<file path="src/rtl/mac_pkg.sv">
// Shared definitions for the MAC sequencer slice.
//   - Default geometry of the operand banks and the downstream MAC.
//   - Sequencer state encoding, shared by the RTL and anything that
//     needs to decode the state.
package mac_pkg;

  localparam int MAC_VEC_LEN   = 128;
  localparam int MAC_IN_WIDTH  = 16;
  // 2*IN_WIDTH + log2(VEC_LEN): a full-length job of all-ones cannot overflow.
  localparam int MAC_ACC_WIDTH = 39;

  typedef enum logic [2:0] {
    ST_IDLE,
    ST_CLEAR,
    ST_STREAM,
    ST_DRAIN,
    ST_HOLD
  } mac_seq_state_t;

endpackage

</file>
<file path="src/rtl/mac_seq_if.sv">
// Bundle of all non-clock signals of mac_seq.
//   slave  : the sequencer side (mac_seq).
//   master : the environment side (load/start driver, MAC, result consumer).
// Signals:
//   wr_en/wr_addr/wr_a/wr_b : operand bank write port
//   start/len/busy          : job control
//   mac_a/mac_b/mac_acc_rst : operand stream and accumulator clear to the MAC
//   mac_result              : MAC result register output
//   res_valid/res_data/res_ready : result handshake
interface mac_seq_if #(
  parameter int IN_WIDTH  = 16,
  parameter int ACC_WIDTH = 39,
  parameter int VEC_LEN   = 128,
  parameter int ADDR_W    = $clog2(VEC_LEN)
) ();

  logic                 wr_en;
  logic [ADDR_W-1:0]    wr_addr;
  logic [IN_WIDTH-1:0]  wr_a;
  logic [IN_WIDTH-1:0]  wr_b;
  logic                 start;
  logic [ADDR_W:0]      len;
  logic                 busy;
  logic [IN_WIDTH-1:0]  mac_a;
  logic [IN_WIDTH-1:0]  mac_b;
  logic                 mac_acc_rst;
  logic [ACC_WIDTH-1:0] mac_result;
  logic                 res_valid;
  logic [ACC_WIDTH-1:0] res_data;
  logic                 res_ready;

  modport slave (
    input  wr_en, wr_addr, wr_a, wr_b, start, len, mac_result, res_ready,
    output busy, mac_a, mac_b, mac_acc_rst, res_valid, res_data
  );

  modport master (
    output wr_en, wr_addr, wr_a, wr_b, start, len, mac_result, res_ready,
    input  busy, mac_a, mac_b, mac_acc_rst, res_valid, res_data
  );

endinterface

</file>
<file path="src/rtl/mac_operand_bank.sv">
// Paired operand store: VEC_LEN entries of {A, B}.
// Ports:
//   clk, rst          : clock, async active-high reset (read register only)
//   we/waddr/wdata_*  : synchronous write port
//   re/raddr          : read request, data appears after the next edge
//   rdata_a/rdata_b   : registered read data; forced to zero when re is low,
//                       so the register doubles as the MAC operand output
module mac_operand_bank #(
  parameter int IN_WIDTH = 16,
  parameter int VEC_LEN  = 128,
  parameter int ADDR_W   = $clog2(VEC_LEN)
) (
  input  logic                clk,
  input  logic                rst,
  input  logic                we,
  input  logic [ADDR_W-1:0]   waddr,
  input  logic [IN_WIDTH-1:0] wdata_a,
  input  logic [IN_WIDTH-1:0] wdata_b,
  input  logic                re,
  input  logic [ADDR_W-1:0]   raddr,
  output logic [IN_WIDTH-1:0] rdata_a,
  output logic [IN_WIDTH-1:0] rdata_b
);

  // Storage is deliberately not reset: contents survive rst.
  logic [2*IN_WIDTH-1:0] mem [VEC_LEN];

  always_ff @(posedge clk) begin
    if (we) begin
      mem[waddr] <= {wdata_a, wdata_b};
    end
  end

  // Read stage
  always_ff @(posedge clk or posedge rst) begin
    if (rst) begin
      rdata_a <= '0;
      rdata_b <= '0;
    end else if (re) begin
      {rdata_a, rdata_b} <= mem[raddr];
    end else begin
      rdata_a <= '0;
      rdata_b <= '0;
    end
  end

endmodule

</file>
<file path="src/rtl/mac_seq.sv">
// Sequencer upstream of the MAC: loads operand pairs while idle, streams
// len pairs into the MAC after clearing its accumulator, waits for the MAC
// result register, and offers the result on a valid/ready handshake.
// Ports:
//   clk : clock (rising edge)
//   rst : asynchronous active-high reset
//   bus : mac_seq_if.slave (bank write, job control, MAC side, result side)
module mac_seq
  import mac_pkg::*;
#(
  parameter int IN_WIDTH  = MAC_IN_WIDTH,
  parameter int ACC_WIDTH = MAC_ACC_WIDTH,
  parameter int VEC_LEN   = MAC_VEC_LEN,
  parameter int ADDR_W    = $clog2(VEC_LEN)
) (
  input logic     clk,
  input logic     rst,
  mac_seq_if.slave bus
);

  localparam int              LEN_W     = ADDR_W + 1;
  localparam logic [LEN_W-1:0] VEC_LEN_L = LEN_W'(VEC_LEN);

  function automatic logic [LEN_W-1:0] clamp_len(input logic [LEN_W-1:0] l);
    return (l > VEC_LEN_L) ? VEC_LEN_L : l;
  endfunction

  mac_seq_state_t       state, state_n;
  logic [LEN_W-1:0]     len_q;
  logic [ADDR_W-1:0]    idx;
  logic [LEN_W-1:0]     idx_nxt;
  logic                 last_elem;
  logic                 drain_cnt;
  logic                 acc_rst_q;
  logic                 res_vld_p2;
  logic [ACC_WIDTH-1:0] res_data_p2;
  logic                 bank_we;
  logic                 bank_re;
  logic [ADDR_W-1:0]    bank_raddr;
  logic [IN_WIDTH-1:0]  op_a_p1;
  logic [IN_WIDTH-1:0]  op_b_p1;

  assign idx_nxt   = {1'b0, idx} + LEN_W'(1);
  assign last_elem = (idx_nxt == len_q);
  assign bank_we   = (state == ST_IDLE) && bus.wr_en &&
                     ({1'b0, bus.wr_addr} < VEC_LEN_L);

  always_ff @(posedge clk or posedge rst) begin
    if (rst) begin
      state <= ST_IDLE;
    end else begin
      state <= state_n;
    end
  end

  // Next state plus bank read addressing. The read port is registered, so
  // the address for element k is issued in the cycle before k is presented:
  // element 0 from CLEAR, element idx+1 while element idx is on the MAC.
  always_comb begin
    state_n    = state;
    bank_re    = 1'b0;
    bank_raddr = '0;
    case (state)
      ST_IDLE: begin
        if (bus.start) state_n = ST_CLEAR;
      end
      ST_CLEAR: begin
        state_n = (len_q != '0) ? ST_STREAM : ST_DRAIN;
        bank_re = (len_q != '0);
      end
      ST_STREAM: begin
        if (last_elem) state_n = ST_DRAIN;
        bank_re    = !last_elem;
        bank_raddr = idx_nxt[ADDR_W-1:0];
      end
      ST_DRAIN: begin
        if (drain_cnt) state_n = ST_HOLD;
      end
      ST_HOLD: begin
        if (res_vld_p2 && bus.res_ready) state_n = ST_IDLE;
      end
      default: state_n = ST_IDLE;
    endcase
  end

  always_ff @(posedge clk or posedge rst) begin
    if (rst) begin
      len_q     <= '0;
      idx       <= '0;
      drain_cnt <= 1'b0;
      acc_rst_q <= 1'b1;
    end else begin
      if ((state == ST_IDLE) && bus.start) len_q <= clamp_len(bus.len);
      if (state == ST_CLEAR)       idx <= '0;
      else if (state == ST_STREAM) idx <= idx + ADDR_W'(1);
      // Two DRAIN cycles cover the MAC's acc->result register.
      drain_cnt <= (state == ST_DRAIN) && !drain_cnt;
      acc_rst_q <= (state_n == ST_IDLE) || (state_n == ST_CLEAR);
    end
  end

  // Operand stage: bank read register drives the MAC directly
  mac_operand_bank #(
    .IN_WIDTH (IN_WIDTH),
    .VEC_LEN  (VEC_LEN),
    .ADDR_W   (ADDR_W)
  ) u_bank (
    .clk      (clk),
    .rst      (rst),
    .we       (bank_we),
    .waddr    (bus.wr_addr),
    .wdata_a  (bus.wr_a),
    .wdata_b  (bus.wr_b),
    .re       (bank_re),
    .raddr    (bank_raddr),
    .rdata_a  (op_a_p1),
    .rdata_b  (op_b_p1)
  );

  // Result stage: capture on the final DRAIN edge, hold until accepted
  always_ff @(posedge clk or posedge rst) begin
    if (rst) begin
      res_vld_p2  <= 1'b0;
      res_data_p2 <= '0;
    end else if ((state == ST_DRAIN) && drain_cnt) begin
      res_vld_p2  <= 1'b1;
      res_data_p2 <= bus.mac_result;
    end else if ((state == ST_HOLD) && bus.res_ready) begin
      res_vld_p2  <= 1'b0;
    end
  end

  assign bus.busy        = (state != ST_IDLE);
  assign bus.mac_a       = op_a_p1;
  assign bus.mac_b       = op_b_p1;
  assign bus.mac_acc_rst = acc_rst_q;
  assign bus.res_valid   = res_vld_p2;
  assign bus.res_data    = res_data_p2;

endmodule
</file>
<file path="src/flat_wrapper.sv">
// flat-port wrapper written by rule: the top's interface ports become plain ports
module mac_seq_flat import mac_pkg::*;
#(
  parameter int IN_WIDTH  = MAC_IN_WIDTH,
  parameter int ACC_WIDTH = MAC_ACC_WIDTH,
  parameter int VEC_LEN   = MAC_VEC_LEN,
  parameter int ADDR_W    = $clog2(VEC_LEN)
)
  (clk, rst, bus_wr_en, bus_wr_addr, bus_wr_a, bus_wr_b, bus_start, bus_len, bus_mac_result, bus_res_ready, bus_busy, bus_mac_a, bus_mac_b, bus_mac_acc_rst, bus_res_valid, bus_res_data);
  mac_seq_if #(.IN_WIDTH(IN_WIDTH), .ACC_WIDTH(ACC_WIDTH), .VEC_LEN(VEC_LEN), .ADDR_W(ADDR_W)) bus_i ();
  input logic clk;
  input logic rst;
  input wire logic [$bits(bus_i.wr_en)-1:0] bus_wr_en;
  input wire logic [$bits(bus_i.wr_addr)-1:0] bus_wr_addr;
  input wire logic [$bits(bus_i.wr_a)-1:0] bus_wr_a;
  input wire logic [$bits(bus_i.wr_b)-1:0] bus_wr_b;
  input wire logic [$bits(bus_i.start)-1:0] bus_start;
  input wire logic [$bits(bus_i.len)-1:0] bus_len;
  input wire logic [$bits(bus_i.mac_result)-1:0] bus_mac_result;
  input wire logic [$bits(bus_i.res_ready)-1:0] bus_res_ready;
  output wire logic [$bits(bus_i.busy)-1:0] bus_busy;
  output wire logic [$bits(bus_i.mac_a)-1:0] bus_mac_a;
  output wire logic [$bits(bus_i.mac_b)-1:0] bus_mac_b;
  output wire logic [$bits(bus_i.mac_acc_rst)-1:0] bus_mac_acc_rst;
  output wire logic [$bits(bus_i.res_valid)-1:0] bus_res_valid;
  output wire logic [$bits(bus_i.res_data)-1:0] bus_res_data;
  assign bus_i.wr_en = bus_wr_en;
  assign bus_i.wr_addr = bus_wr_addr;
  assign bus_i.wr_a = bus_wr_a;
  assign bus_i.wr_b = bus_wr_b;
  assign bus_i.start = bus_start;
  assign bus_i.len = bus_len;
  assign bus_i.mac_result = bus_mac_result;
  assign bus_i.res_ready = bus_res_ready;
  assign bus_busy = bus_i.busy;
  assign bus_mac_a = bus_i.mac_a;
  assign bus_mac_b = bus_i.mac_b;
  assign bus_mac_acc_rst = bus_i.mac_acc_rst;
  assign bus_res_valid = bus_i.res_valid;
  assign bus_res_data = bus_i.res_data;
  mac_seq #(.IN_WIDTH(IN_WIDTH), .ACC_WIDTH(ACC_WIDTH), .VEC_LEN(VEC_LEN), .ADDR_W(ADDR_W)) u_core (.clk(clk), .rst(rst), .bus(bus_i));
endmodule
</file>
<file path="config.mk">
export PLATFORM = sky130hd
export DESIGN_NAME = mac_seq_flat
export DESIGN_NICKNAME = d
export VERILOG_FILES = /design/src/rtl/mac_pkg.sv /design/src/rtl/mac_seq_if.sv /design/src/rtl/mac_operand_bank.sv /design/src/rtl/mac_seq.sv /design/src/flat_wrapper.sv
export SDC_FILE = /design/constraint.sdc
export NUM_CORES = 2
export LEC_CHECK = 0
export BUFFER_PORTS_ARGS = -buffer_cell sky130_fd_sc_hd__buf_2
export CORE_MARGIN = 3
export CORE_UTILIZATION = 50
export CTS_CLUSTER_SIZE = 14
export DETAILED_ROUTE_END_ITERATION = 12
export PLACE_DENSITY = 0.66
export SYNTH_ARGS = -nofsm -noshare
export SYNTH_HDL_FRONTEND = slang
export SYNTH_SLANG_ARGS = --single-unit
</file>
<file path="constraint.sdc">
create_clock -name clk -period 3.9 [get_ports clk]
set_input_delay 0.39 -clock clk [delete_from_list [all_inputs] [get_ports clk]]
set_output_delay 0.39 -clock clk [all_outputs]
set_load 0.02 [all_outputs]
</file>
==> results by group <==
Flow run
  • Max-cap violations: 1

Floorplan
  • Die span in x: 578 µm
  • Initial Utilization: 0.503
  • Die area: 334000 µm²
  • Io pins: 165
  • Die H: 578 µm
  • Num rows: 209
  • CORE AREA: 325000 µm²

Placed design
  • Post-DP HPWL: 325000 µm
  • Dpl ws: -0.663 ns
  • GPL Wtd Cong: 0.947
  • Port bufs: 164

Yosys
  • Area contributors post-synth: edfxtp_1 (75%), nand2_1 (4.4%), a221oi_1 (2.8%)
  • FFs w/ async S/R, synth: 0.0220
  • Seq cells post-synth: 4188
  • Syn_nets: 10.8k
  • Share of the synthesized area in the top cell type: 0.752
  • Number of synthesized flops with an enable pin: 4096
  • Yosys warnings: 0
  • Yosys cell types: 88
  • Register area share after synthesis: 0.766
  • Cell area after synthesis: 163000 µm²
  • Count leader, synth: edfxtp_1
  • Post-Syn Area per Cell: 15.3 µm²
  • Most common library cells after synthesis: edfxtp_1 (4096), nand2_1 (1938), nand3_1 (587)
  • Main synth FF type: edfxtp_1
  • Cell taking the most area after synthesis: edfxtp_1
  • Mapped Cells: 10.7k

Clocking
  • Root buf cell: clkbuf_16
  • Clk sink count: 4188
  • Total CTS buffers: 417
  • Htree depth: 5
  • CTS clk-pin slew, worst paths: 0.06 ns
  • CTS tree: built
  • Clk Latency, worst-skew pair: 0.99 ns
  • Clk buf depth: 4

Drt
  • Drt drc: 0
  • Routed len/inst: 35.1 µm
  • ANT nets after route: 0
  • Post-Route WL: 567000 µm
  • 1st-pass router iterations: 6
  • Initial drt markers: 20.2k
  • Post-DR vias/cell: 6.77
  • DR vias: 109k

GRT
  • Vias in the first global route: 103k
  • M2 GR Usage: 0.494
  • Global routing usage on met3: 0.0846
  • First-pass GRT wire length: 786000 µm
  • Total congestion overflow: 0
  • Busiest layer in global routing: met2
  • Largest net degree at the start of global routing: 129
  • Met1 Use GR: 0.445
  • Initial antenna violation count: 40
  • Overall Global Routing Usage: 0.331

Timing
  • Setup ws final: -0.0873 ns
  • Slew @ Worst Pin: 1.42 ns
  • Hold Fails Final Rpt: 0
  • Fin Setup TNS: -0.115 ns
  • Slew margin rel.: 0.0262
  • Setup skew after layout: 0.0611 ns
  • Fin Hold WS: 0.0475 ns
  • Min Tclk post-route: 3.99 ns
  • Max Clk Rate: 0.251 GHz
  • Finish-stage setup viols: 3
  • Final slew viol count: 0
  • Period utilization: 1.02
  • RSZ-0062 raised after global routing: yes

Worst setup path
  • Worst-path cell chain: buf_4, nor4b_4, buf_12, buf_12, buf_4, a32oi_1, a211oi_1, buf_4, nor3_1, o21a_1, a221oi_4, buf_12, o22ai_1
  • Critical-path top delay cell: a221oi_4
  • Worst Path Required: 4.76 ns
  • CP max stage delay: 0.56 ns
  • Worst setup SP type: flop
  • Critical path class: reg2reg
  • Crit-path max FO: 32
  • Worst path arrival time: 4.85 ns
  • Worst Setup End Kind: flop

Pwr
  • Max VDD drop: 699 µV
  • Pleak: 62.9 nW
  • PwrDens: 719 nW/µm²
  • Power consumption: 138 mW

Final layout
  • Final core occ: 0.591
  • Net count, final: 11.6k
  • Area grow syn2layout: 17.3%
  • Ratio of cells with drive above 1 in the final layout: 0.173

Min path
  • Type of the most critical hold path: in2reg

Outcome
  • Status: finished, violations left
  • Failing checks: max-capacitance violations, negative setup slack
==> per-layer routing <==
metal  wire length [µm]  up-vias
li1                   -    43700
met1             198000    55000
met2             250000     9130
met3              80200     1604
met4              39400       14
met5                 94        -
==> report_power, final <==
part / total [mW] / switching, mW / internal, mW
Combinational: 47.3 / 32.1 / 15.2
Sequential: 50.5 / 0.586 / 49.9
Clock: 40.2 / 17.3 / 22.8
Total: 138 / 50.0 / 87.9
==> cells by family (layout without fill, tap and decap cells) <==
group           Yosys count  count (layout)  share of synthesized area
simple gates           3199            3199                     0.0840
buf+inv                 805            1915                     0.0239
flops                  4188            4188                      0.766
mux                     403             403                     0.0307
xor+xnor                 14              14                    0.00117
other cells               0              17                          0
fa+ha+maj                 1               1                  0.0000765
compound gates         2099            2099                     0.0936
==> through the flow <==
stage / cell area [µm²] / cells
2_1_floorplan: 163000 / 10700
3_3_place_gp: 177000 / 15300
3_5_place_dp: 177000 / 15300
4_1_cts: 191000 / 16100
5_1_grt: 192000 / 16100
6_report: 192000 / 16200
==> layout by cell type, fill, tap and decap left out, drive strengths merged, types with 18 or more instances in the layout <==
master / instances
edfxtp: 4096
nand2: 1940
buf: 1068
nand3: 587
clkbuf: 543
a221oi: 542
a31oi: 358
o21ai: 256
mux2i: 253
a21oi: 235
nor2: 234
a211oi: 196
clkinv: 166
nor3: 152
a311oi: 111
and3: 104
dfrtp: 91
mux2: 79
mux4: 71
dlygate4sd3: 63
o22ai: 55
and2: 47
bufinv: 40
a32oi: 38
a22oi: 37
a221o: 34
nor2b: 29
or3: 28
nor4: 26
o211ai: 25
inv: 22
o31ai: 21
a211o: 21
a32o: 21
nand4: 18
==> final cells by class <==
cell class | instances | area, µm²
antenna | 17 | 42.5
sequential | 4188 | 125000
tap | 4325 | 5410
multi-input combinational | 5716 | 35800
fill | 24100 | 133000
inverter | 4 | 25.0
clock inverter | 237 | 2460
timing repair buffer | 1135 | 11700
clock buffer | 539 | 11100
==> registers in the layout, indices dropped and copies added, names as in the netlist <==
| signal | cells |
|---|---|
| u_core.u_bank.mem | 4096 |
| u_core.bus.res_data | 39 |
| u_core.u_bank.rdata_a | 16 |
| u_core.u_bank.rdata_b | 16 |
| u_core.len_q | 8 |
| u_core.idx | 7 |
| u_core.state | 3 |
| u_core.bus.mac_acc_rst | 1 |
| u_core.bus.res_valid | 1 |
| u_core.drain_cnt | 1 |
==> path summary, 6_finish.rpt <==
| check | startpoint | to | slack, ns | cells after the start |
|---|---|---|---|---|
| worst max-delay path | u_core.idx[0] | u_core.u_bank.rdata_a[12] | -0.09 | 13 |
| worst min-delay path | bus_wr_a[9] | u_core.u_bank.mem[121][25] | 0.05 | 1 |
| worst max register to register | u_core.idx[0] | u_core.u_bank.rdata_a[12] | -0.09 | 13 |
| worst min register to register | u_core.bus.res_data[17] | u_core.bus.res_data[17] | 0.50 | 1 |
| max in group asynchronous | rst | u_core.u_bank.rdata_b[11] | 2.58 | 4 |
| min in group asynchronous | rst | u_core.bus.res_data[21] | 0.19 | 3 |
==> what timing repair did <==
item,4_1_cts,5_1_grt
gates resized for setup,23,31
cloned,0,4
hold buffers,63,0
endpoints found under the setup margin,14,20
endpoints found under the hold margin,246,0
pin swaps,2,6
buffers inserted,6,3
==> critical path, delay by kind of cell, from the launching register on <==
family,cells,cell delay [ns]
AOI/OAI and AO/OA,5,1.33
DFF,1,0.49
buffers and inverters,6,1.45
and+or+nand+nor,2,0.45
Power figures use the tool's default switching activity.
